## config.mk

```make
export PLATFORM = sky130hd
export DESIGN_NAME = fetch_icache_unit
export DESIGN_NICKNAME = d
export VERILOG_FILES = /design/src/rtl/fetch_icache_unit.sv
export SDC_FILE = /design/constraint.sdc
export NUM_CORES = 2
export LEC_CHECK = 0
export BUFFER_PORTS_ARGS = -buffer_cell sky130_fd_sc_hd__clkbuf_2
export CAP_MARGIN = 10
export CORE_MARGIN = 2
export CORE_UTILIZATION = 30
export DETAILED_ROUTE_END_ITERATION = 12
export PLACE_DENSITY = 0.42
export SKIP_CTS_REPAIR_TIMING = 1
export SLEW_MARGIN = 5
export SYNTH_ARGS = -nofsm -noshare
export SYNTH_HDL_FRONTEND = slang
export SYNTH_SLANG_ARGS = --single-unit
```

## constraint.sdc

```tcl
create_clock -name clk -period 8.59 [get_ports clk]
set_input_delay 1.718 -clock clk [delete_from_list [all_inputs] [get_ports clk]]
set_output_delay 1.718 -clock clk [all_outputs]
set_load 0.02 [all_outputs]
```

## src/rtl/fetch_icache_unit.sv

```systemverilog
// Instruction-fetch front end: a halfword fetch counter that steps by 1 + delta_i,
// plus a synchronous single-read / single-write instruction store read at the counter.
module fetch_icache_unit #(
    parameter logic [31:0] RESET_INDEX = 32'd10,
    parameter int          DEPTH       = 256
) (
    input  logic        clk,
    input  logic        not_reset,
    input  logic [31:0] delta_i,
    input  logic        not_enable,
    input  logic        ld_en,
    input  logic [31:0] ld_addr,
    input  logic [15:0] ld_data,
    output logic [31:0] index,
    output logic [15:0] data,
    output logic        data_valid
);

    localparam int          AW      = (DEPTH > 1) ? $clog2(DEPTH) : 1;
    localparam logic [31:0] DEPTH_W = 32'(DEPTH);

    logic [15:0]   mem_r [DEPTH];
    logic [31:0]   index_r;
    logic [15:0]   data_r;
    logic          data_valid_r;

    logic [31:0]   index_next_s;
    logic [15:0]   data_next_s;
    logic          data_valid_next_s;
    logic          rd_in_range_s;
    logic          wr_in_range_s;
    logic [AW-1:0] rd_addr_s;
    logic [AW-1:0] wr_addr_s;

    assign rd_in_range_s = (index_r < DEPTH_W);
    assign wr_in_range_s = (ld_addr < DEPTH_W);
    assign rd_addr_s     = index_r[AW-1:0];
    assign wr_addr_s     = ld_addr[AW-1:0];

    // Next fetch index and next read result, both taken from the pre-update index.
    always_comb begin
        index_next_s      = index_r + 32'd1 + delta_i;
        data_next_s       = 16'h0000;
        data_valid_next_s = 1'b0;
        if (!not_enable) begin
            data_valid_next_s = 1'b1;
            if (rd_in_range_s) begin
                data_next_s = mem_r[rd_addr_s];
            end else begin
                data_next_s = 16'h0000;
            end
        end else begin
            data_valid_next_s = 1'b0;
        end
    end

    // Fetch counter and registered read port; reset does not touch the store.
    always_ff @(posedge clk or negedge not_reset) begin
        if (!not_reset) begin
            index_r      <= RESET_INDEX;
            data_r       <= 16'h0000;
            data_valid_r <= 1'b0;
        end else begin
            index_r      <= index_next_s;
            data_r       <= data_next_s;
            data_valid_r <= data_valid_next_s;
        end
    end

    // Load-port write; the read above sees the old word on a same-cycle collision.
    always_ff @(posedge clk) begin
        if (ld_en && wr_in_range_s) begin
            mem_r[wr_addr_s] <= ld_data;
        end
    end

    assign index      = index_r;
    assign data       = data_r;
    assign data_valid = data_valid_r;

endmodule

```

# Word level (Yosys, flattened, before mapping)
# Memories as Yosys holds them, arrays and structs flattened.
# Cells that the tools add are included.
[word_totals]
ram_bits = 4096
in_bits = 84
regBits = 49
n_memories = 1
elab_cells = 14
out_inout_bits = 49
[memory_table]
columns = ["memory", "depth", "width", "read_ports", "rd_clocked_by_memory_dff", "write_ports", "line", "text"]
rows = [
  ["mem_r", 256, 16, 1, 0, 1, "22", "logic [15:0] mem_r [DEPTH];"],
]
[classes]
addsub = 2
mux = 5
reduce_logical = 1
n_lt_le_gt_ge = 2
[ops]
columns = ["cell", "n"]
rows = [
  ["32-bit by 9-bit < comparator with 1-bit output (second input constant)", 2],
  ["32-bit by 1-bit adder with 32-bit output (second input constant)", 1],
  ["32-bit adder", 1],
  ["16-bit two-way mux", 2],
  ["1-bit two-way mux", 3],
  ["1-bit logical AND", 1],
]

# Longest topological paths before layout
[depth]
ltp_word = 4
depth_mapped = 16
mapped_depth_nobuf = 12

# Worst setup path after synthesis
# Ideal clock, no wire load.
[synth_path]
kind = "input to register"
startpoint = "input port ld_addr[31]"
endpoint = "memory mem_r[54][0] (enable)"
required_time_ns = 8.202
path_stages = 6
n_path_buf = 1
slack_ns = 4.430
setup_ns = 0.388
arrival_time_ns = 3.772
path_cell_list = "nor4b_1 nand4_1 nor4_1 nand3_1 clkbuf_1 nor2_1"
[synth_via]
elab_chain_len = 4
[synth_rtl]
columns = ["item", "line", "text"]
rows = [
  ["from (decl)", "12", "input logic [31:0] ld_addr,"],
  ["32-bit by 9-bit < comparator with 1-bit output", "36", "assign wr_in_range_s = (ld_addr < DEPTH_W);"],
  ["1-bit logical AND", "72", "if (ld_en && wr_in_range_s) begin"],
  ["1-bit two-way mux", "72", ""],
  ["1-bit two-way mux (not written as such)", "73", "mem_r[wr_addr_s] <= ld_data;"],
  ["to (decl)", "22", ""],
]
# Every way passes these cells.

# Final worst setup path
[layout_path]
startpoint = "register index_r[0], in the netlist index[0]"
endpoint = "output port index[0]"
[layout_lines]
columns = ["item", "line", "text"]
rows = [
  ["from (decl)", "23", "logic [31:0] index_r;"],
  ["from (signal assigned)", "64", "index_r <= index_next_s;"],
  ["to (decl)", "14", "output logic [31:0] index,"],
]
# No word-level cell between the ends.

==> run metrics <==
via count=between 70000 and 80000; Reg-to-Reg Start=index[1]; relative slew slack=-3.75%; GPL Wtd Cong=between 0.7 and 0.8; DR WL/cell=around 33 um; clk_lat worst skew=~1.0 ns; fin cells=between 10000 and 15000; core box area=between 0.5 and 0.6 mm^2; top-area cell type share of the netlist area=77.2%; setup TNS=0 ns; clk root buf=clkbuf_16; CP endpoint kind=output pin; fin crit share=approximately 63%; H-tree levels=5; Worst Skew=about 0.075 ns; drt via density=~5; Sink Count=between 4000 and 5000; Port Buffers=132; post-route ant nets=0; EDFF count, synth=roughly 4000; Synth top cells by count=4096 x edfxtp_1, 1344 x mux4_2, 284 x nor2_1; HP Class=register to register; placed inst area=0.170 mm^2; status=finished, violations left; CP arrival=roughly 3.7 ns; RSZ-0062 raised after global routing=false; Fin. Hold Viols=0; hold_sp=index[25]; Util after Layout=between 30% and 40%; Die Y=733 um; max cap viols=0; Clock Pin Slew Worst Setup and Hold Paths=~0.060 ns; CP top delay family=buffers and inverters; ys async rst share=under 10%; DP Worst Slack=between 2 and 2.5 ns; CP peak stage delay=approximately 1.1 ns; CP Buf/Inv Count=3; pwr dens=between 300 and 400 mW/mm^2; fin nets=slightly above 7000; largest net degree at the start of global routing=152; FP Rows=between 200 and 300; Final min period=5.41 ns; TritonCTS clock tree=built; largest buffer count on any clock path=4; post-synth net total=~6600; Pins Over Slew Limit=36; CP startpoint kind=register; Worst Path Required=6.87 ns; Most used DFF post-synth=edfxtp_1; initial antenna violation count=63; CP Class=register to output pin; design area=between 0.15 and 0.2 mm^2; Fillers=approximately 48000; worst vdd ir=~0.35 mV; Setup WS post-layout=approximately 3.2 ns; Post-Syn Instances=6454; failing checks=slew limit; mean post-synth cell area=roughly 25 um^2; Synth area leader=edfxtp_1; most frequent CP cell=buf_4; Crit-path slowest cell=dfrtp_4; CP cell instances=buf_4, buf_4, clkbuf_2; Syn. warnings=0; first drt pass iteration count=8; Congestion Overflow GR=0; leakage power=~57 nW; initial drt markers=~7800; Post-DP HPWL=approximately 280 mm; Initial Utilization=a little under a third; register area share after synthesis=78.0%; Slew @ Worst Pin=between 1.5 and 2 ns; IO Pins=133; DRC violations left=0; synthesis-to-layout area growth=16.3%; first-pass GRT wire length=between 600 and 700 mm; cell area after synthesis=approximately 0.16 mm^2; crit path max fanout=42; post-synthesis cell type count=approximately 50; Fmax achieved=between 150 and 200 MHz; crit path from=index[0]; final setup vio count=0; layout cells sized above 1=34.8%; die width=733 um; cell with the most instances after synthesis=edfxtp_1; synth top area cells=edfxtp_1 77%, mux4_2 19%, dfrtp_1 0.74%, nor2_1 0.67%, clkbuf_1 0.43%; register bit count reported by yosys=between 4000 and 5000; total wire length=between 400 and 500 mm; placed insts=13500; Tot GR Track Use=around 17%; Die ar.=0.537 mm^2; total CTS buffers=452; vias in the first global route=74600
## where the power goes
part	internal [mW]	total [mW]	switching, mW
Sequential	22.3	22.6	0.319
Combinational	7.54	17.7	10.2
Clock	11.6	19.7	8.13
Total	41.4	60.0	18.6
## cells by family (layout without fill, tap and decap cells)
| logic type | Yosys count | in the layout | share of synthesized area (%) |
|---|---|---|---|
| XOR/XNOR | 22 | 22 | 0.121 |
| AND/OR/NAND/NOR | 457 | 457 | 1.23 |
| flip-flops | 4145 | 4145 | 78.0 |
| AO/OA/AOI/OAI | 85 | 85 | 0.332 |
| multiplexers | 1360 | 1360 | 19.1 |
| buffers and inverters | 353 | 1259 | 0.938 |
| adder cells (fa/ha/maj) | 32 | 32 | 0.256 |
| other | 0 | 15 | 0 |
## path summary, 6_finish.rpt
path                              to  slack (ns)  depth (start not counted)
max in group asynchronous   index[0]        7.08                          2
min in group asynchronous   index[7]        0.85                          2
hold / removal             index[25]        0.69                          2
hold reg to reg            index[25]        0.69                          2
setup / recovery            index[0]        3.18                          3
setup reg to reg             data[5]        3.87                          8
## cell usage in the layout (no fill, tap or decap), drive strengths merged, types with 8 or more instances in the layout
master	count
ha	31
buf	300
edfxtp	4096
xnor2	15
nor2	284
nand4	8
bufinv	62
inv	27
diode	15
o21ai	21
clkinv	212
clkbuf	635
nand2	51
nand3	51
clkinvlp	23
nor4	10
mux2	16
nand2b	26
mux4	1344
dfrtp	47
a21oi	26
a21o	12
## sequential cells by signal, indices dropped and copies added (netlist names)
name,cells
data,16
data_valid,1
index,32
mem_r,4096
## metrics by stage
step | hold WS (ns) | power (mW)
after detailed placement | 0.683 | 41.2
after floorplan | 0.751 | 33.4
final | 0.686 | 60.0
after global routing | 0.710 | 62.0
after global placement | 0.678 | 41.3
after CTS | 0.692 | 61.0
## layout make-up
| class | instances | area, um^2 | share of cell area (%) |
|---|---|---|---|
| clock buffers | 520 | 11700 | 6.29 |
| diodes | 15 | 37.5 | 0.0203 |
| multi-input cells | 1956 | 33900 | 18.3 |
| flip-flops and latches | 4145 | 124000 | 67.1 |
| inverters | 14 | 52.6 | 0.0284 |
| well taps | 6994 | 8750 | 4.72 |
| clock inverters | 310 | 3290 | 1.78 |
| repair buffers | 415 | 3350 | 1.81 |
## tightest hold or removal path: stages (launching register included)
cell and delay, ns:
dfrtp_1 0.37, ha_1 0.19, xnor2_1 0.08
## layer usage
layer	share of wire [%]	GRT usage, %
met5	0.0057	0
met1	44	24.5
met4	2.1	3.66
met2	48	27.9
met3	5.5	2.48
(Power assumes the default switching activity.)
